**config.mk**
```make
export PLATFORM = sky130hd
export DESIGN_NAME = logic_unit_pipe
export DESIGN_NICKNAME = d
export VERILOG_FILES = /design/src/rtl/logic_unit_pipe.sv
export SDC_FILE = /design/constraint.sdc
export NUM_CORES = 1
export LEC_CHECK = 0
export ABC_AREA = 1
export CORE_MARGIN = 2
export CORE_UTILIZATION = 45
export DETAILED_ROUTE_END_ITERATION = 8
export DONT_BUFFER_PORTS = 1
export PLACE_DENSITY = 0.62
export SKIP_LAST_GASP = 1
export SYNTH_ARGS = -nofsm -noshare
export SYNTH_HDL_FRONTEND = slang
export SYNTH_SLANG_ARGS = --single-unit
```
**constraint.sdc**
```tcl
create_clock -name clk_in -period 2.3 [get_ports clk_in]
set_input_delay 0.46 -clock clk_in [delete_from_list [all_inputs] [get_ports clk_in]]
set_output_delay 0.46 -clock clk_in [all_outputs]
set_load 0.005 [all_outputs]
```
**src/rtl/logic_unit_pipe.sv**
```systemverilog
// Two-stage pipelined bitwise logic unit with valid/ready handshakes on both sides,
// zero/parity flags on the result and a saturating count of completed operations.
module logic_unit_pipe #(
  parameter int WIDTH = 8,
  parameter int CNT_W = 16
) (
  input  logic             clk_in,
  input  logic             rst_in,
  input  logic             s_valid_in,
  output logic             s_ready_out,
  input  logic [2:0]       op_in,
  input  logic [WIDTH-1:0] a_in,
  input  logic [WIDTH-1:0] b_in,
  output logic             m_valid_out,
  input  logic             m_ready_in,
  output logic [WIDTH-1:0] y_out,
  output logic             zero_out,
  output logic             parity_out,
  output logic [CNT_W-1:0] count_out
);

  localparam logic [2:0] OP_NOT  = 3'b000;
  localparam logic [2:0] OP_AND  = 3'b001;
  localparam logic [2:0] OP_OR   = 3'b010;
  localparam logic [2:0] OP_XOR  = 3'b011;
  localparam logic [2:0] OP_NAND = 3'b100;
  localparam logic [2:0] OP_NOR  = 3'b101;
  localparam logic [2:0] OP_XNOR = 3'b110;

  localparam logic [CNT_W-1:0] CNT_MAX = {CNT_W{1'b1}};

  logic             s1_valid;
  logic [2:0]       s1_op;
  logic [WIDTH-1:0] s1_a;
  logic [WIDTH-1:0] s1_b;
  logic [WIDTH-1:0] result;

  logic s2_adv;
  logic s1_adv;
  logic accept;
  logic complete;

  // Stage 2 is the output register, so its valid is m_valid_out itself.
  assign s2_adv      = !m_valid_out || m_ready_in;
  assign s1_adv      = !s1_valid || s2_adv;
  assign s_ready_out = !rst_in && s1_adv;
  assign accept      = s_valid_in && s_ready_out;
  assign complete    = m_valid_out && m_ready_in;

  always_comb begin
    result = '0;
    case (s1_op)
      OP_NOT:  result = ~s1_a;
      OP_AND:  result = s1_a & s1_b;
      OP_OR:   result = s1_a | s1_b;
      OP_XOR:  result = s1_a ^ s1_b;
      OP_NAND: result = ~(s1_a & s1_b);
      OP_NOR:  result = ~(s1_a | s1_b);
      OP_XNOR: result = ~(s1_a ^ s1_b);
      default: result = s1_a;
    endcase
  end

  always_ff @(posedge clk_in) begin
    if (rst_in) begin
      s1_valid <= 1'b0;
      s1_op    <= '0;
      s1_a     <= '0;
      s1_b     <= '0;
    end else if (s1_adv) begin
      s1_valid <= accept;
      if (accept) begin
        s1_op <= op_in;
        s1_a  <= a_in;
        s1_b  <= b_in;
      end
    end
  end

  // Result fields only load with a real operation so they keep the last completed value.
  always_ff @(posedge clk_in) begin
    if (rst_in) begin
      m_valid_out <= 1'b0;
      y_out       <= '0;
      zero_out    <= 1'b0;
      parity_out  <= 1'b0;
    end else if (s2_adv) begin
      m_valid_out <= s1_valid;
      if (s1_valid) begin
        y_out      <= result;
        zero_out   <= (result == '0);
        parity_out <= ^result;
      end
    end
  end

  always_ff @(posedge clk_in) begin
    if (rst_in) begin
      count_out <= '0;
    end else if (complete && (count_out != CNT_MAX)) begin
      count_out <= count_out + 1'b1;
    end
  end

endmodule

```
==> results of run 1 <==
## cells by family after synthesis
logic type,count (synthesis),share of synthesized area (%)
buffers and inverters,77,10.8
AO/OA/AOI/OAI,52,10.2
flip-flops,47,31.0
AND/OR/NAND/NOR,248,37.1
adder cells (fa/ha/maj),21,8.65
XOR/XNOR,8,2.31
## final timing paths
path	from	slack (ns)	to
hold / removal	rst_in	0.22	count_out[7]$_SDFFE_PP0P_
setup reg to reg	s1_op[1]$_SDFFE_PP0P_	0.17	parity_out$_SDFFE_PP0P_
hold reg to reg	s1_valid$_SDFFE_PP0N_	0.48	m_valid_out$_SDFFE_PP0P_
setup / recovery	s1_op[1]$_SDFFE_PP0P_	0.17	parity_out$_SDFFE_PP0P_
## timing repair
item | 4_1_cts | 5_1_grt
buffers inserted | 0 | 3
resized for setup | 0 | 3
setup endpoints to repair | 0 | 1
## critical path, cell delays in order, from the launching register on
cell and delay, ns:
sky130_fd_sc_hd__dfxtp_2 0.43, sky130_fd_sc_hd__buf_4 0.18, sky130_fd_sc_hd__nand3_1 0.09, sky130_fd_sc_hd__inv_1 0.26, sky130_fd_sc_hd__nand2_1 0.09, sky130_fd_sc_hd__nand3_1 0.13, sky130_fd_sc_hd__inv_1 0.06, sky130_fd_sc_hd__ha_1 0.30
sky130_fd_sc_hd__xor2_1 0.18, sky130_fd_sc_hd__xnor2_1 0.12, sky130_fd_sc_hd__o21ai_0 0.15, sky130_fd_sc_hd__inv_1 0.05
## through the flow
step                      cells  cell area, µm²  power, mW
after floorplan             453            3040       1.23
after global placement      524            3140       1.32
after detailed placement    524            3140       1.32
after CTS                   531            3220       1.82
after global routing        534            3250       1.93
final                       534            3250       1.82
## placed cells by master, fill, tap and decap left out
master                     count
sky130_fd_sc_hd__nor2_2        3
sky130_fd_sc_hd__xor2_1        6
sky130_fd_sc_hd__o31ai_1      18
sky130_fd_sc_hd__o21ai_0      15
sky130_fd_sc_hd__inv_1        50
sky130_fd_sc_hd__xnor2_1       2
sky130_fd_sc_hd__nor2_4        3
sky130_fd_sc_hd__nand2_1     106
sky130_fd_sc_hd__dfxtp_1      45
sky130_fd_sc_hd__nor2_1       63
sky130_fd_sc_hd__nand3b_1     17
sky130_fd_sc_hd__clkbuf_8      5
sky130_fd_sc_hd__nand2_2       2
sky130_fd_sc_hd__buf_4        20
sky130_fd_sc_hd__a21oi_1      18
sky130_fd_sc_hd__o21ai_2       1
sky130_fd_sc_hd__inv_2         4
sky130_fd_sc_hd__clkinv_4      1
sky130_fd_sc_hd__clkinv_2      1
sky130_fd_sc_hd__nand4_1      26
sky130_fd_sc_hd__nor3b_1       1
sky130_fd_sc_hd__nand3_1      27
sky130_fd_sc_hd__ha_1         21
sky130_fd_sc_hd__dfxtp_2       2
## Yosys cell counts, drive strengths merged
cell / instances
a21oi: 18
buf: 18
clkbuf: 5
dfxtp: 47
ha: 21
inv: 54
nand2: 108
nand3: 27
nand3b: 17
nand4: 26
nor2: 69
nor3b: 1
o21ai: 16
o31ai: 18
xnor2: 2
xor2: 6
## power by group through the flow
stage	clock network, mW	registers (mW)	logic, mW
after floorplan	0	0.899	0.329
after global placement	0	0.916	0.403
after detailed placement	0	0.915	0.407
after CTS	0.515	0.897	0.412
after global routing	0.546	0.904	0.484
final	0.498	0.897	0.423
## registers in the layout, indices dropped and copies added, names as in the netlist
signal	cells
s1_a	8
parity_out	1
s1_b	8
m_valid_out	1
s1_valid	1
y_out	8
s1_op	3
zero_out	1
count_out	16
## layout make-up
| class | count | area [µm²] |
|---|---|---|
| fill | 642 | 3170 |
| inverter | 54 | 203 |
| multi-input combinational | 329 | 1770 |
| tap | 77 | 96.3 |
| clock buffer | 5 | 68.8 |
| clock inverter | 2 | 13.8 |
| sequential | 47 | 943 |
| timing repair buffer | 20 | 150 |
## layer usage
layer	global-route usage, %	up-vias
met1	28.8	1303
met2	34.5	78
met5	0	-
met4	3.75	0
met3	4.72	5
li1	-	1483
==> impl_metrics.xml, run 1 <==
<?xml version="1.0" encoding="UTF-8"?>
<metrics>
  <group name="outcome">
    <metric name="outcome" unit="">finished clean</metric>
  </group>
  <group name="sta">
    <metric name="final-max-slew-violation-count" unit="">0</metric>
    <metric name="timing.final.ws_setup" unit="ns">0.165</metric>
    <metric name="setup_repair_after_global_routing_missed_its_margin" unit="">false</metric>
    <metric name="worstMarginPinSlew" unit="ns">0.462</metric>
    <metric name="setup-violations-final" unit="">0</metric>
    <metric name="clock_period_minus_worst_slack" unit="ns">2.13</metric>
    <metric name="timing_limited_maximum_frequency" unit="MHz">468</metric>
    <metric name="setup_tns" unit="ns">0</metric>
    <metric name="final-hold-violation-count" unit="">0</metric>
    <metric name="fin_hold_ws" unit="ns">0.217</metric>
    <metric name="worst_slew_margin_rel" unit="%">69.2</metric>
    <metric name="timing.final.crit_share" unit="%">92.8</metric>
    <metric name="fin_skew" unit="ns">0.00448</metric>
  </group>
  <group name="min_path">
    <metric name="class_of_the_worst_hold_path" unit="">input port to flip-flop</metric>
    <metric name="hold-path-cell-count" unit="">1</metric>
  </group>
  <group name="setup_path">
    <metric name="worstSetupPathType" unit="">flip-flop to flip-flop</metric>
    <metric name="r2r_cells" unit="">11</metric>
    <metric name="crit_fanout" unit="">8</metric>
    <metric name="req_time_crit_path" unit="ns">2.50</metric>
    <metric name="worst_path_arrival" unit="ns">2.34</metric>
    <metric name="setup.worst_path.end_class" unit="">flip-flop</metric>
    <metric name="worst_setup_path_start_kind" unit="">flip-flop</metric>
  </group>
  <group name="final_layout">
    <metric name="syn2layout_area_growth" unit="%">7.00</metric>
    <metric name="final_util" unit="%">50.6</metric>
    <metric name="num_antenna_cells" unit="">0</metric>
    <metric name="fin_nets" unit="">501</metric>
    <metric name="share_of_final_layout_standard_cells_stronger_than_drive_strength_1" unit="%">9.19</metric>
  </group>
  <group name="clock_network">
    <metric name="cts_hold_buf" unit="">0</metric>
    <metric name="cts_buffer_depth" unit="">2</metric>
    <metric name="clock_latency" unit="ns">0.30</metric>
    <metric name="h-tree-depth" unit="">2</metric>
    <metric name="cts_inserted_buffers" unit="">5</metric>
    <metric name="cts.root.buffer_cell" unit="">sky130_fd_sc_hd__clkbuf_8</metric>
    <metric name="cts_tree" unit="">yes</metric>
    <metric name="clock_transition_time_at_the_flip_flop_clock_pins_of_the_worst_setup_and_hold_paths" unit="ns">0.09</metric>
    <metric name="cts.sinks" unit="">47</metric>
  </group>
  <group name="routing">
    <metric name="route.layer.met1.wl" unit="µm">3720</metric>
    <metric name="totalWireLength" unit="µm">7430</metric>
    <metric name="detail_route.wl_per_cell" unit="µm">13.9</metric>
    <metric name="met2_length" unit="µm">3240</metric>
    <metric name="drcViolationCount" unit="">0</metric>
    <metric name="drtIter0Drc" unit="">143</metric>
    <metric name="ant_nets" unit="">0</metric>
    <metric name="topRoutingLayerUsed" unit="">met4</metric>
    <metric name="drtPass1Iterations" unit="">4</metric>
    <metric name="met3_length" unit="µm">415</metric>
    <metric name="drt-vias-per-instance" unit="">5.37</metric>
    <metric name="num_vias" unit="">2869</metric>
  </group>
  <group name="die">
    <metric name="std_cell_rows" unit="">29</metric>
    <metric name="vertical_extent_of_the_die" unit="µm">86.1</metric>
    <metric name="floorplan.initialDensity" unit="%">47.3</metric>
    <metric name="floorplan.die.width" unit="µm">86.1</metric>
    <metric name="pin_count" unit="">51</metric>
    <metric name="design.core.area" unit="µm²">6420</metric>
    <metric name="design.die.area" unit="µm²">7420</metric>
  </group>
  <group name="placed_design">
    <metric name="place_ws" unit="ns">0.0373</metric>
    <metric name="routabilityCongestion" unit="">0.899</metric>
    <metric name="buffer_ports.inserted" unit="">0</metric>
    <metric name="post-dp-hpwl" unit="µm">5350</metric>
  </group>
  <group name="synthesis">
    <metric name="yosys-top-cells-area" unit="">sky130_fd_sc_hd__dfxtp_1 (31%), sky130_fd_sc_hd__nand2_1 (13%), sky130_fd_sc_hd__ha_1 (8.7%), sky130_fd_sc_hd__nor2_1 (7.9%), sky130_fd_sc_hd__inv_1 (6.2%)</metric>
    <metric name="post_synth_top_area_cell" unit="">sky130_fd_sc_hd__dfxtp_1</metric>
    <metric name="synth_cell_type_count" unit="">24</metric>
    <metric name="synth.top_cell.area_share" unit="%">31.0</metric>
    <metric name="synth.net_count" unit="">497</metric>
    <metric name="post_synthesis_cell_area" unit="µm²">3040</metric>
    <metric name="synthesis.yosys.warnings" unit="">0</metric>
    <metric name="syn_avg_cell_area" unit="µm²">6.70</metric>
    <metric name="synth_seq_cells" unit="">47</metric>
    <metric name="synth.yosys.seq_area_share" unit="%">31.0</metric>
    <metric name="syn-instance-count" unit="">453</metric>
  </group>
  <group name="pwr">
    <metric name="logic_pwr_share" unit="%">23.3</metric>
    <metric name="power_frac_seq" unit="%">49.3</metric>
    <metric name="clock_power_share" unit="%">27.4</metric>
    <metric name="sw_frac_of_total" unit="%">31.7</metric>
    <metric name="internal_power" unit="mW">1.24</metric>
    <metric name="switching_power" unit="mW">0.577</metric>
    <metric name="power.density" unit="nW/µm²">560</metric>
    <metric name="worst_ir_drop_vdd" unit="µV">310</metric>
    <metric name="total_leakage_power" unit="nW">1.46</metric>
  </group>
  <group name="grt">
    <metric name="grt_pass1_vias" unit="">2671</metric>
    <metric name="antenna_found_initial" unit="">0</metric>
    <metric name="first_pass_grt_wire_length" unit="µm">12700</metric>
    <metric name="grt_util_all_layers" unit="%">21.1</metric>
    <metric name="grt_overflow" unit="">0</metric>
    <metric name="grt_max_degree" unit="">39</metric>
  </group>
  <group name="job">
    <metric name="timing.max_cap.violations" unit="">0</metric>
  </group>
</metrics>
(Power assumes the default switching activity.)
==> inputs of run 2 (changes only) <==
PLACE_DENSITY = 0.58   (was 0.62)
==> run 2 against run 1 <==
- maximum frequency fell by 0.76%
- setup slack got worse by 0.016 ns
- clock skew down 0.00068 ns
- cell count shrank 0.56%
- count of clock-buffer cells in the layout is 2 higher
- power grew 1.2%
- critical endpoint unchanged
- via count shrank 2.5%
- sequential power barely moved
- flip-flop and latch count did not move
- clock power increased by 7.4%
- core utilization is 0.33 points lower
==> impl_metrics.xml, run 2 (same netlist as run 1, synthesis figures left out) <==
<?xml version="1.0" encoding="UTF-8"?>
<metrics>
  <group name="outcome">
    <metric name="outcome" unit="">finished clean</metric>
  </group>
  <group name="final_layout">
    <metric name="largest-register" unit="">count_out</metric>
    <metric name="nFillCells" unit="">655</metric>
    <metric name="largest_register_ff_count" unit="">16</metric>
    <metric name="area_taken_by_multi_input_logic_gates" unit="µm²">1770</metric>
    <metric name="layout_common_cells" unit="">sky130_fd_sc_hd__nand2_1 (107), sky130_fd_sc_hd__nor2_1 (63), sky130_fd_sc_hd__inv_1 (50)</metric>
    <metric name="num_antenna_cells" unit="">0</metric>
    <metric name="syn2layout_area_growth" unit="%">6.30</metric>
    <metric name="regArea" unit="µm²">942</metric>
    <metric name="final_area" unit="µm²">3230</metric>
    <metric name="fin_nets" unit="">497</metric>
    <metric name="mostFrequentLayoutCell" unit="">sky130_fd_sc_hd__nand2_1</metric>
    <metric name="instances_no_fill" unit="">531</metric>
    <metric name="share_of_final_layout_standard_cells_stronger_than_drive_strength_1" unit="%">7.93</metric>
  </group>
  <group name="grt">
    <metric name="first_pass_grt_wire_length" unit="µm">12100</metric>
    <metric name="antenna_found_initial" unit="">0</metric>
    <metric name="grt_max_degree" unit="">39</metric>
    <metric name="grt_overflow" unit="">0</metric>
    <metric name="grt_pass1_vias" unit="">2543</metric>
    <metric name="grt_util_all_layers" unit="%">20.2</metric>
  </group>
  <group name="sta">
    <metric name="timing_limited_maximum_frequency" unit="MHz">465</metric>
    <metric name="worst_slew_margin_rel" unit="%">66.9</metric>
    <metric name="final-hold-violation-count" unit="">0</metric>
    <metric name="setup_tns" unit="ns">0</metric>
    <metric name="worstMarginPinSlew" unit="ns">0.497</metric>
    <metric name="setup-violations-final" unit="">0</metric>
    <metric name="fin_skew" unit="ns">0.00380</metric>
    <metric name="setup_repair_after_global_routing_missed_its_margin" unit="">false</metric>
    <metric name="clock_period_minus_worst_slack" unit="ns">2.15</metric>
    <metric name="timing.final.crit_share" unit="%">93.5</metric>
    <metric name="final-max-slew-violation-count" unit="">0</metric>
  </group>
  <group name="die">
    <metric name="floorplan.initialDensity" unit="%">47.3</metric>
    <metric name="design.die.area" unit="µm²">7420</metric>
    <metric name="vertical_extent_of_the_die" unit="µm">86.1</metric>
    <metric name="std_cell_rows" unit="">29</metric>
    <metric name="floorplan.die.width" unit="µm">86.1</metric>
    <metric name="design.core.area" unit="µm²">6420</metric>
    <metric name="pin_count" unit="">51</metric>
  </group>
  <group name="pwr">
    <metric name="worst_ir_drop_vdd" unit="µV">337</metric>
    <metric name="total_leakage_power" unit="nW">1.45</metric>
    <metric name="power.density" unit="nW/µm²">570</metric>
  </group>
  <group name="placed_design">
    <metric name="place_area" unit="µm²">3110</metric>
    <metric name="post-place-cells" unit="">520</metric>
    <metric name="post-dp-hpwl" unit="µm">5170</metric>
    <metric name="routabilityCongestion" unit="">0.803</metric>
    <metric name="buffer_ports.inserted" unit="">0</metric>
  </group>
  <group name="setup_path">
    <metric name="crit_fanout" unit="">4</metric>
    <metric name="worstSetupPathType" unit="">flip-flop to flip-flop</metric>
    <metric name="req_time_crit_path" unit="ns">2.50</metric>
    <metric name="worst_setup_path_start_kind" unit="">flip-flop</metric>
    <metric name="setup.worst_path.end_class" unit="">flip-flop</metric>
    <metric name="r2r_cells" unit="">12</metric>
    <metric name="worst_path_arrival" unit="ns">2.35</metric>
  </group>
  <group name="routing">
    <metric name="drtIter0Drc" unit="">144</metric>
    <metric name="drcViolationCount" unit="">0</metric>
    <metric name="ant_nets" unit="">0</metric>
    <metric name="totalWireLength" unit="µm">7210</metric>
    <metric name="num_vias" unit="">2796</metric>
    <metric name="drtPass1Iterations" unit="">4</metric>
    <metric name="drt-vias-per-instance" unit="">5.27</metric>
    <metric name="detail_route.wl_per_cell" unit="µm">13.6</metric>
  </group>
  <group name="job">
    <metric name="timing.max_cap.violations" unit="">0</metric>
  </group>
  <group name="clock_network">
    <metric name="h-tree-depth" unit="">2</metric>
    <metric name="clock_transition_time_at_the_flip_flop_clock_pins_of_the_worst_setup_and_hold_paths" unit="ns">0.09</metric>
    <metric name="cts.sinks" unit="">47</metric>
    <metric name="cts_inserted_buffers" unit="">5</metric>
    <metric name="cts_buffer_depth" unit="">2</metric>
    <metric name="cts.root.buffer_cell" unit="">sky130_fd_sc_hd__clkbuf_8</metric>
    <metric name="cts_tree" unit="">yes</metric>
    <metric name="clock_latency" unit="ns">0.30</metric>
  </group>
  <group name="min_path">
    <metric name="hold-path-cell-count" unit="">1</metric>
    <metric name="class_of_the_worst_hold_path" unit="">input port to flip-flop</metric>
  </group>
</metrics>
## run 2: cell count changes in the layout (fill, tap and decap cells not counted)
cell / previous run / this run
sky130_fd_sc_hd__clkbuf_1: 0 / 1
sky130_fd_sc_hd__nand2_1: 106 / 107
sky130_fd_sc_hd__nand2_2: 2 / 1
sky130_fd_sc_hd__clkinv_2: 1 / 0
sky130_fd_sc_hd__dfxtp_2: 2 / 1
sky130_fd_sc_hd__clkbuf_8: 5 / 6
sky130_fd_sc_hd__dfxtp_1: 45 / 46
sky130_fd_sc_hd__buf_4: 20 / 16
## run 2: final timing paths
kind	slack [ns]	from	to
hold / removal	0.22	rst_in	s1_valid$_SDFFE_PP0N_
hold reg to reg	0.47	s1_valid$_SDFFE_PP0N_	m_valid_out$_SDFFE_PP0P_
setup / recovery	0.15	s1_a[4]$_SDFFE_PP0P_	parity_out$_SDFFE_PP0P_
setup reg to reg	0.15	s1_a[4]$_SDFFE_PP0P_	parity_out$_SDFFE_PP0P_
## run 2: worst max-delay path, stage by stage (launching register included)
cell                      delay, ns
sky130_fd_sc_hd__dfxtp_1       0.43
sky130_fd_sc_hd__inv_1         0.09
sky130_fd_sc_hd__ha_1          0.31
sky130_fd_sc_hd__nand4_1       0.10
sky130_fd_sc_hd__nand2_1       0.05
sky130_fd_sc_hd__nor2_1        0.16
sky130_fd_sc_hd__nand3_1       0.13
sky130_fd_sc_hd__inv_1         0.07
sky130_fd_sc_hd__ha_1          0.24
sky130_fd_sc_hd__xor2_1        0.15
sky130_fd_sc_hd__xnor2_1       0.12
sky130_fd_sc_hd__o21ai_0       0.14
sky130_fd_sc_hd__inv_1         0.05
## run 2: layout make-up
cell class	instances	area share [%]
well taps	77	2.98
flip-flops and latches	47	29.2
clock inverters	1	0.271
multi-input cells	329	54.9
clock buffers	7	2.67
inverters	54	6.28
repair buffers	16	3.72
## run 2: timing repair
action,CTS,global route
gates resized for setup,0,1
hold buffers,0,0
endpoints found under the hold margin,0,0
setup endpoints to repair,0,1
setup buffers,0,3
## run 2: per-layer routing
layer  share of wire [%]  track usage (%)  wire [µm]  vias up
met2                  42             29.2       3010       74
met5                   0                0          0        -
met3                 6.1             5.20        438        5
li1                    -                -          -     1480
met4                0.71             5.48         51        0
met1                  51             29.6       3710     1237
## run 2: power breakdown
| group | switching (mW) | leakage [nW] | internal (mW) |
|---|---|---|---|
| logic | 0.243 | 1.01 | 0.167 |
| clock network | 0.288 | 0.0484 | 0.247 |
| registers | 0.0384 | 0.385 | 0.857 |
## run 2: metrics by stage
| stage | hold slack, ns | utilization, % | power (mW) | setup WS, ns |
|---|---|---|---|---|
| floorplan | 0.451 | - | 1.23 | 0.386 |
| global placement | 0.459 | 48.4 | 1.31 | 0.208 |
| detailed placement | 0.466 | 48.4 | 1.31 | 0.172 |
| CTS | 0.203 | 49.9 | 1.86 | 0.144 |
| global route | 0.196 | 50.3 | 1.97 | 0.0175 |
| finish | 0.216 | 50.3 | 1.84 | 0.149 |
